[src/rtl/coin_pkg.sv]
// Shared definitions for the coin inventory: denomination indices,
// default counter width and the dispense FSM state encoding.
package coin_pkg;

  localparam int NICKEL  = 0;
  localparam int DIME    = 1;
  localparam int QUARTER = 2;

  localparam int CNT_W_DEFAULT = 8;

  typedef enum logic [1:0] {
    IDLE = 2'd0,
    RUN  = 2'd1,
    DONE = 2'd2
  } disp_state_e;

endpackage

[src/rtl/coin_slot_counter.sv]
// Per-denomination coin counter: saturating increment, plain decrement,
// simultaneous inc and dec cancel. full/low are registered alongside value.
module coin_slot_counter #(
  parameter int CNT_W    = 8,
  parameter int LOW_MARK = 2
) (
  input  logic             clock,
  input  logic             reset,
  input  logic             inc,
  input  logic             dec,
  output logic [CNT_W-1:0] value,
  output logic             full,
  output logic             low
);

  localparam logic [CNT_W-1:0] MAX_VAL = '1;

  logic [CNT_W-1:0] r_value;
  logic             r_full;
  logic             r_low;
  logic [CNT_W-1:0] w_next;

  always_comb begin
    w_next = r_value;
    if (inc && !dec && (r_value != MAX_VAL)) begin
      w_next = r_value + 1'b1;
    end else if (dec && !inc) begin
      w_next = r_value - 1'b1;
    end
  end

  always_ff @(posedge clock or negedge reset) begin
    if (!reset) begin
      r_value <= '0;
      r_full  <= 1'b0;
      r_low   <= 1'b1;
    end else begin
      r_value <= w_next;
      r_full  <= (w_next == MAX_VAL);
      r_low   <= (w_next <= CNT_W'(LOW_MARK));
    end
  end

  assign value = r_value;
  assign full  = r_full;
  assign low   = r_low;

endmodule

[src/rtl/coin_inventory.sv]
// Coin inventory: per-type counters fed by the acceptor, plus a dispense FSM
// that checks coverage, then ejects one coin per cycle, lowest type first.
module coin_inventory
  import coin_pkg::*;
#(
  parameter int  NUM_TYPES = 3,
  parameter int  CNT_W     = CNT_W_DEFAULT,
  parameter int  LOW_MARK  = 2,
  localparam int TW        = (NUM_TYPES > 1) ? $clog2(NUM_TYPES) : 1
) (
  input  logic                       clock,
  input  logic                       reset,
  input  logic                       enable,
  input  logic                       coin_valid,
  input  logic [TW-1:0]              coin_type,
  input  logic                       disp_req,
  input  logic [NUM_TYPES*CNT_W-1:0] disp_qty,
  output logic                       disp_busy,
  output logic                       disp_done,
  output logic                       disp_err,
  output logic                       eject_valid,
  output logic [TW-1:0]              eject_type,
  output logic                       coin_reject,
  output logic [NUM_TYPES*CNT_W-1:0] count,
  output logic [NUM_TYPES-1:0]       low,
  output logic [NUM_TYPES-1:0]       full,
  output disp_state_e                dbg_state
);

  // Handshake: coin_valid is a single-cycle strobe qualified by enable and is
  // never back-pressured; disp_req is sampled only while disp_busy is low.

  disp_state_e          r_state;
  disp_state_e          w_state_next;
  logic [CNT_W-1:0]     r_remaining [NUM_TYPES];
  logic [NUM_TYPES-1:0] w_inc;
  logic [NUM_TYPES-1:0] w_dec;
  logic [NUM_TYPES-1:0] w_rej_full;
  logic                 w_deposit;
  logic                 w_type_ok;
  logic                 w_any;
  logic [TW-1:0]        w_sel;
  logic                 w_short;
  logic                 w_qty_zero;
  logic                 w_eject;
  logic                 w_load;

  logic                 r_busy, r_done, r_err, r_eject_valid, r_reject;
  logic [TW-1:0]        r_eject_type;
  logic                 w_busy_nx, w_done_nx, w_err_nx, w_ev_nx, w_rej_nx;
  logic [TW-1:0]        w_et_nx;

  assign w_deposit = enable && coin_valid;
  assign w_type_ok = (int'(coin_type) < NUM_TYPES);

  for (genvar t = 0; t < NUM_TYPES; t++) begin : g_slot
    assign w_inc[t]      = w_deposit && (coin_type == TW'(t));
    assign w_dec[t]      = w_eject && (w_sel == TW'(t));
    // A full slot can still take a coin when the same slot ejects this edge.
    assign w_rej_full[t] = w_inc[t] && full[t] && !w_dec[t];

    coin_slot_counter #(
      .CNT_W    (CNT_W),
      .LOW_MARK (LOW_MARK)
    ) u_slot (
      .clock (clock),
      .reset (reset),
      .inc   (w_inc[t]),
      .dec   (w_dec[t]),
      .value (count[t*CNT_W +: CNT_W]),
      .full  (full[t]),
      .low   (low[t])
    );
  end

  always_comb begin
    w_any = 1'b0;
    w_sel = '0;
    for (int t = NUM_TYPES - 1; t >= 0; t--) begin
      if (r_remaining[t] != '0) begin
        w_any = 1'b1;
        w_sel = TW'(t);
      end
    end
  end

  always_comb begin
    w_short    = 1'b0;
    w_qty_zero = 1'b1;
    for (int t = 0; t < NUM_TYPES; t++) begin
      if (disp_qty[t*CNT_W +: CNT_W] > count[t*CNT_W +: CNT_W]) w_short = 1'b1;
      if (disp_qty[t*CNT_W +: CNT_W] != '0) w_qty_zero = 1'b0;
    end
  end

  assign w_eject = (r_state == RUN) && w_any;
  assign w_load  = (r_state == IDLE) && disp_req && !w_short && !w_qty_zero;

  always_ff @(posedge clock or negedge reset) begin
    if (!reset) begin
      for (int t = 0; t < NUM_TYPES; t++) r_remaining[t] <= '0;
    end else begin
      for (int t = 0; t < NUM_TYPES; t++) begin
        if (w_load) begin
          r_remaining[t] <= disp_qty[t*CNT_W +: CNT_W];
        end else if (w_dec[t]) begin
          r_remaining[t] <= r_remaining[t] - 1'b1;
        end
      end
    end
  end

  always_ff @(posedge clock or negedge reset) begin
    if (!reset) begin
      r_state       <= IDLE;
      r_busy        <= 1'b0;
      r_done        <= 1'b0;
      r_err         <= 1'b0;
      r_eject_valid <= 1'b0;
      r_eject_type  <= '0;
      r_reject      <= 1'b0;
    end else begin
      r_state       <= w_state_next;
      r_busy        <= w_busy_nx;
      r_done        <= w_done_nx;
      r_err         <= w_err_nx;
      r_eject_valid <= w_ev_nx;
      r_eject_type  <= w_et_nx;
      r_reject      <= w_rej_nx;
    end
  end

  always_comb begin
    w_state_next = r_state;
    case (r_state)
      IDLE: begin
        if (disp_req && !w_short) w_state_next = w_qty_zero ? DONE : RUN;
      end
      RUN:     if (!w_any) w_state_next = DONE;
      DONE:    w_state_next = IDLE;
      default: w_state_next = IDLE;
    endcase
  end

  // Outputs are computed from the next state so every port is a flop.
  always_comb begin
    w_busy_nx = (w_state_next != IDLE);
    w_done_nx = (w_state_next == DONE);
    w_err_nx  = (r_state == IDLE) && disp_req && w_short;
    w_ev_nx   = w_eject;
    w_et_nx   = w_eject ? w_sel : '0;
    w_rej_nx  = w_deposit && (!w_type_ok || (|w_rej_full));
  end

  assign disp_busy   = r_busy;
  assign disp_done   = r_done;
  assign disp_err    = r_err;
  assign eject_valid = r_eject_valid;
  assign eject_type  = r_eject_type;
  assign coin_reject = r_reject;
  assign dbg_state   = r_state;

endmodule

[config.mk]
export PLATFORM = sky130hd
export DESIGN_NAME = coin_inventory
export DESIGN_NICKNAME = d
export VERILOG_FILES = /design/src/rtl/coin_pkg.sv /design/src/rtl/coin_slot_counter.sv /design/src/rtl/coin_inventory.sv
export SDC_FILE = /design/constraint.sdc
export NUM_CORES = 1
export LEC_CHECK = 0
export ABC_AREA = 1
export CORE_ASPECT_RATIO = 1.2
export CORE_MARGIN = 5
export CORE_UTILIZATION = 56
export CTS_CLUSTER_SIZE = 8
export DETAILED_ROUTE_END_ITERATION = 7
export PLACE_DENSITY = 0.86
export SLEW_MARGIN = 20
export SYNTH_ARGS = -nofsm -noshare
export SYNTH_HDL_FRONTEND = slang
export SYNTH_SLANG_ARGS = --single-unit
[constraint.sdc]
create_clock -name clock -period 2.8 [get_ports clock]
set_input_delay 0.42 -clock clock [delete_from_list [all_inputs] [get_ports clock]]
set_output_delay 0.42 -clock clock [all_outputs]
set_load 0.005 [all_outputs]
==> flow_metrics.env, run 1 <==
export IMPL_cts_buffer_depth=2
export IMPL_finalCritPeriodShare_pct=89.4
export IMPL_yosysSeqAreaShare_pct=32.0
export IMPL_via_per_inst=5.52
export IMPL_drtAntennaViolNets=0
export IMPL_end_kind="register"
export IMPL_cts_resized=0
export IMPL_track_usage_pct=25.8
export IMPL_die_h_microns=113
export IMPL_vias=4785
export IMPL_core_sq_mm=0.00861
export IMPL_hpwl_mm=10.2
export IMPL_postSynthCellCount=672
export IMPL_cts_sinks=63
export IMPL_fin_crit_ps=2500
export IMPL_cts_buffers=9
export IMPL_start_kind="register"
export IMPL_rows=37
export IMPL_ys_flop_type="dfrtp_1"
export IMPL_clock_latency_ps=360
export IMPL_setup_viol=0
export IMPL_wl_mm=13.1
export IMPL_die_w_microns=95.7
export IMPL_leakage_uw=0.00273
export IMPL_drc=0
export IMPL_cts_tree="yes"
export IMPL_hold_viol=0
export IMPL_postPlaceCellArea_sq_mm=0.00574
export IMPL_syn_nets=738
export IMPL_yosys_register_bits=63
export IMPL_final_cell_mix="nand2_1 (153), nand3_1 (87), inv_1 (77)"
export IMPL_rr_worst_depth=18
export IMPL_io_pins=70
export IMPL_cp_arrival_ps=2800
export IMPL_synth_distinct_cells=37
export IMPL_hp_class="input port to async pin"
export IMPL_clock_skew_ps=11.5
export IMPL_grt_overflow=0
export IMPL_antenna_found_initial=0
export IMPL_critPathKind="register to register"
export IMPL_post_cts_buffers=0
export IMPL_cts_hold_buf=0
export IMPL_relSlewSlack_pct=65.7
export IMPL_status="finished clean"
export IMPL_fin_hold_ws_ps=21.6
export IMPL_fin_util_pct=69.0
export IMPL_drt_initial_drc_count=344
export IMPL_grt_pass1_wl_mm=22.1
export IMPL_r2r_setup_slack_ps=300
export IMPL_initial_utilization_pct=57.4
export IMPL_grt_pass1_vias=4738
export IMPL_slew_violations=0
export IMPL_cp_required_ps=3090
export IMPL_portBuffers=69
export IMPL_dieArea_sq_mm=0.0108
export IMPL_rsz0062_at_grt="false"
export IMPL_routabilityCongestion=0.883
export IMPL_r2r_start="r_remaining[8]$_DFFE_PN0P_"
export IMPL_drive_above_1_share_pct=9.47
export IMPL_worstMarginPinSlew_ps=514
export IMPL_final_common_cell="nand2_1"
export IMPL_cts_reportedPaths_clkPinSlew_ps=70
export IMPL_ys_warn_count=0
export IMPL_fmax_mhz=399
export IMPL_final_area_sq_mm=0.00594
export IMPL_setup_tns_final_ps=0
export IMPL_grt_max_degree=23
export IMPL_syn_area_sq_mm=0.00494
export IMPL_synthToLayoutAreaGrowth_pct=20.2
export IMPL_synth_avg_cell_area_sq_um=7.35
export IMPL_power_density_mw_per_mm2=616
export IMPL_antenna_cells=0
export IMPL_ir_drop_uv=435
export IMPL_worstSetupStartpoint="r_remaining[8]$_DFFE_PN0P_"
export IMPL_drv_cap=0
export IMPL_drt_pass1_iter_count=5
export IMPL_nNetsFinal=811
export IMPL_h_tree_depth=3
export IMPL_cts_root_buf="clkbuf_8"
export IMPL_finalWorstSetupSlack_ps=295
export IMPL_async_flop_share_pct=100
export IMPL_r2r_end="g_slot[2].u_slot.full$_DFF_PN0_"
export IMPL_drt_wirelength_per_cell_microns=15.1
export IMPL_worstSetupEndpoint="g_slot[2].u_slot.full$_DFF_PN0_"
export IMPL_synth_edf_count=0
export IMPL_post_place_ws_ps=113
export IMPL_worstPathMaxFanout=11
-- logic make-up (layout without fill, tap and decap cells) --
family                   count (synthesis)  in the layout  share of synthesized area (%)
AND/OR/NAND/NOR                        365            365                           35.4
buffers and inverters                  101            179                           8.72
AO/OA/AOI/OAI                           63             63                           7.07
flip-flops                              63             63                           32.0
XOR/XNOR                                45             45                           7.98
adder cells (fa/ha/maj)                 35             35                           8.87
-- cell usage after synthesis, types with 2 or more instances --
| master | number | area [sq um] |
|---|---|---|
| buf_6 | 2 | 22.5 |
| nand2_1 | 153 | 574 |
| buf_2 | 5 | 25.0 |
| xnor2_1 | 11 | 96.3 |
| o211ai_1 | 3 | 22.5 |
| dfstp_2 | 3 | 78.8 |
| nor2_4 | 4 | 45.0 |
| nor3_1 | 11 | 55.1 |
| o21ai_1 | 10 | 50.1 |
| or2_2 | 5 | 31.3 |
| nand3_1 | 87 | 435 |
| nor2_2 | 5 | 31.3 |
| inv_1 | 77 | 289 |
| clkbuf_1 | 4 | 15.0 |
| a21oi_1 | 21 | 105 |
| o21ai_0 | 24 | 120 |
| dfrtp_1 | 60 | 1500 |
| nor4_1 | 4 | 25.0 |
| inv_2 | 4 | 15.0 |
| o21ai_2 | 2 | 17.5 |
| nand2_2 | 7 | 43.8 |
| nor2_8 | 4 | 80.1 |
| nand4_1 | 15 | 93.8 |
| buf_4 | 8 | 60.1 |
| xor2_1 | 34 | 298 |
| ha_1 | 35 | 438 |
| nor2_1 | 59 | 221 |
| nand2_4 | 4 | 45.0 |
| nand3b_1 | 3 | 22.5 |
-- power breakdown --
| part | switching [uW] | internal [uW] | total (uW) |
|---|---|---|---|
| sequential | 242 | 1040 | 1280 |
| clock | 359 | 455 | 814 |
| combinational | 860 | 703 | 1560 |
-- metrics by stage --
step / total power [uW] / std cells
after floorplan: 2220 / 672
after global placement: 2750 / 851
after detailed placement: 2830 / 851
after CTS: 3660 / 867
after global routing: 3940 / 867
final: 3660 / 867
-- critical path: stages, from the launching register on --
cell	delay, ps
dfrtp_1	390
inv_1	160
ha_1	190
nand2_2	90
nor2_8	190
nand2_1	90
nor2_1	90
nand2_1	270
nor2_2	250
inv_1	60
nand2_1	100
inv_1	80
nand2_1	60
nand2_1	60
inv_2	60
nand2_1	70
inv_1	70
nand2_1	50
nor2_1	100
-- layer usage --
metal / share of wire (%) / vias to the layer above / global-route usage (%)
met5: 0 / - / 0
met4: 3.1 / 0 / 11.2
met3: 5.8 / 40 / 3.39
met2: 51 / 186 / 45.5
met1: 40 / 2231 / 30.9
li1: - / 2328 / -
-- worst min-delay path by stage --
stage           from                          end  slack [ps]
2_1_floorplan  reset        coin_reject$_DFF_PN0_         120
3_3_place_gp   reset  r_remaining[18]$_DFFE_PN0P_         410
3_5_place_dp   reset  r_remaining[18]$_DFFE_PN0P_         410
4_1_cts        reset  r_remaining[18]$_DFFE_PN0P_          30
5_1_grt        reset  r_remaining[19]$_DFFE_PN0P_          60
6_report       reset  r_remaining[18]$_DFFE_PN0P_          20
-- state kept, by name (all words and copies together), names as in the netlist --
| name | cells |
|---|---|
| r_remaining | 24 |
| disp_done | 1 |
| eject_valid | 1 |
| g_slot.u_slot.full | 3 |
| g_slot.u_slot.low | 3 |
| disp_busy | 1 |
| coin_reject | 1 |
| disp_err | 1 |
| eject_type | 2 |
| dbg_state | 2 |
| g_slot.u_slot.value | 24 |
-- final cells by class --
cell class	count	area, sq um
Multi-Input combinational cell	508	2930
Fill cell	726	2670
Sequential cell	63	1580
Timing Repair Buffer	81	776
Inverter	82	308
Clock buffer	12	155
Tap cell	117	146
Clock inverter	4	45.0
Power figures use the tool's default switching activity.
==> run 2: changes to the inputs <==
- CAP_MARGIN: default -> 0
==> results of run 2 <==
No change in the layout: final DEF, timing and power equal those of run 1.
==> run 3: changes to the inputs <==
- CORE_ASPECT_RATIO: 1.2 -> 0.7
==> run 3 against run 2 <==
Effect of this change:
- clock-buffer cell count unchanged
- clock power increased by 38%
- core utilization increased by 2.1 points
- sequential cell count unchanged
- cell count increased by 0.58%
- register-to-register slack about the same
==> flow_metrics.env, run 3 (same netlist as run 1, synthesis figures left out) <==
export IMPL_dpl_cell_count=856
export IMPL_end_kind="register"
export IMPL_seqPwrFrac_pct=32.2
export IMPL_cts_buffer_depth=2
export IMPL_drive_above_1_share_pct=9.57
export IMPL_track_usage_pct=26.5
export IMPL_cts_buffers=9
export IMPL_grt_max_degree=30
export IMPL_wl_mm=13.7
export IMPL_dieArea_sq_mm=0.0108
export IMPL_grt_pass1_vias=4558
export IMPL_grt_pass1_wl_mm=22.4
export IMPL_fin_hold_ws_ps=41.1
export IMPL_p_sw_uw=1570
export IMPL_cp_arrival_ps=2750
export IMPL_critical_path_max_stage_delay_ps=500
export IMPL_hold_viol=0
export IMPL_met2_usage_pct=44.1
export IMPL_drt_wirelength_per_cell_microns=15.7
export IMPL_die_h_microns=88.6
export IMPL_drt_pass1_iter_count=5
export IMPL_rr_worst_depth=14
export IMPL_final_cell_mix="nand2_1 (153), nand3_1 (87), inv_1 (77)"
export IMPL_setup_viol=0
export IMPL_top_usage_layer="met2"
export IMPL_cts_reportedPaths_clkPinSlew_ps=60
export IMPL_worstPathMaxFanout=29
export IMPL_instances_no_fill=872
export IMPL_worstPathCellList="inv_1 > ha_1 > nand2_1 > o21ai_0 > nand2_1 > o211ai_1 > nand2_1 > o21ai_0 > nor2_1 > nand2_1 > buf_4 > o21ai_0 > o21ai_0 > inv_1"
export IMPL_initial_utilization_pct=58.0
export IMPL_fmax_mhz=397
export IMPL_h_tree_depth=3
export IMPL_start_kind="register"
export IMPL_io_pins=70
export IMPL_finalCritPeriodShare_pct=89.9
export IMPL_rows=28
export IMPL_routabilityCongestion=0.917
export IMPL_post_cts_buffers=0
export IMPL_core_sq_mm=0.00851
export IMPL_grt_overflow=0
export IMPL_rsz0062_at_grt="false"
export IMPL_r2r_setup_slack_ps=280
export IMPL_antenna_cells=0
export IMPL_swShare_pct=39.0
export IMPL_vias=4903
export IMPL_portBuffers=69
export IMPL_power_frac_comb_pct=39.8
export IMPL_cts_tree="yes"
export IMPL_drt_initial_drc_count=502
export IMPL_clock_latency_ps=340
export IMPL_clock_skew_ps=4.93
export IMPL_clkPwrFrac_pct=28.0
export IMPL_drc=0
export IMPL_synthToLayoutAreaGrowth_pct=22.5
export IMPL_power_density_mw_per_mm2=664
export IMPL_cts_resized=0
export IMPL_relSlewSlack_pct=67.3
export IMPL_worst_path_max_delay_cell="dfrtp_1"
export IMPL_drtAntennaViolNets=0
export IMPL_cts_sinks=63
export IMPL_antenna_found_initial=0
export IMPL_status="finished clean"
export IMPL_cts_hold_buf=0
export IMPL_critPathKind="register to register"
export IMPL_p_int_uw=2450
export IMPL_met1_usage_pct=34.9
export IMPL_crit_family="compound AO/OA/AOI/OAI gates"
export IMPL_cp_required_ps=3030
export IMPL_drv_cap=0
export IMPL_fin_crit_ps=2520
export IMPL_cts_root_buf="clkbuf_16"
export IMPL_final_common_cell="nand2_1"
export IMPL_die_w_microns=122
export IMPL_critPathBufInv=3
export IMPL_met3_usage_pct=7.92
export IMPL_leakage_uw=0.00278
export IMPL_hp_class="input port to async pin"
export IMPL_hpwl_mm=10.2
export IMPL_cp_depth=14
export IMPL_via_per_inst=5.62
export IMPL_nNetsFinal=813
export IMPL_slew_violations=0
export IMPL_setup_tns_final_ps=0
export IMPL_worstMarginPinSlew_ps=487
export IMPL_ir_drop_uv=498
-- run 3: changes by cell type in the layout (fill, tap and decap cells not counted), sizes merged --
| cell | change |
|---|---|
| buf | +2 |
-- run 3: area by class of cell --
class | instances | area, sq um
multi-input cells | 508 | 2930
fillers | 694 | 2460
clock buffers | 12 | 246
clock inverters | 4 | 45.0
well taps | 120 | 150
flip-flops and latches | 63 | 1580
inverters | 82 | 308
repair buffers | 83 | 791
-- run 3: power by group through the flow --
stage          sequential, uW  clock [uW]  combinational (uW)
5_1_grt                  1310        1180                1800
3_5_place_dp             1290           0                1560
4_1_cts                  1280        1130                1580
2_1_floorplan            1220           0                 998
3_3_place_gp             1280           0                1490
6_report                 1290        1120                1600
-- run 3: through the flow --
step | util (%) | power [uW] | cell area (sq um) | worst slack (ps)
after CTS | 71.0 | 3990 | 6050 | 358
final | 71.0 | 4020 | 6050 | 282
after floorplan | - | 2220 | 4940 | 684
after global routing | 71.0 | 4290 | 6050 | 45.9
after global placement | 67.6 | 2780 | 5760 | 128
after detailed placement | 67.6 | 2850 | 5760 | 78.3
-- run 3: routing by layer --
| layer | up-vias | part of all wire, % |
|---|---|---|
| met4 | 0 | 1.0 |
| met1 | 2297 | 43 |
| met2 | 237 | 47 |
| met3 | 26 | 8.9 |
| li1 | 2343 | - |
| met5 | - | 0 |
-- run 3: worst paths after layout --
kind | to | startpoint
worst max-delay path | r_remaining[0]$_DFFE_PN0P_ | g_slot[0].u_slot.value[3]$_DFF_PN0_
worst min register to register | r_remaining[17]$_DFFE_PN0P_ | r_remaining[17]$_DFFE_PN0P_
worst min-delay path | g_slot[2].u_slot.value[7]$_DFF_PN0_ | reset
max in group asynchronous | g_slot[0].u_slot.low$_DFF_PN1_ | reset
min in group clock | r_remaining[17]$_DFFE_PN0P_ | r_remaining[17]$_DFFE_PN0P_
worst max register to register | r_remaining[0]$_DFFE_PN0P_ | g_slot[0].u_slot.value[3]$_DFF_PN0_
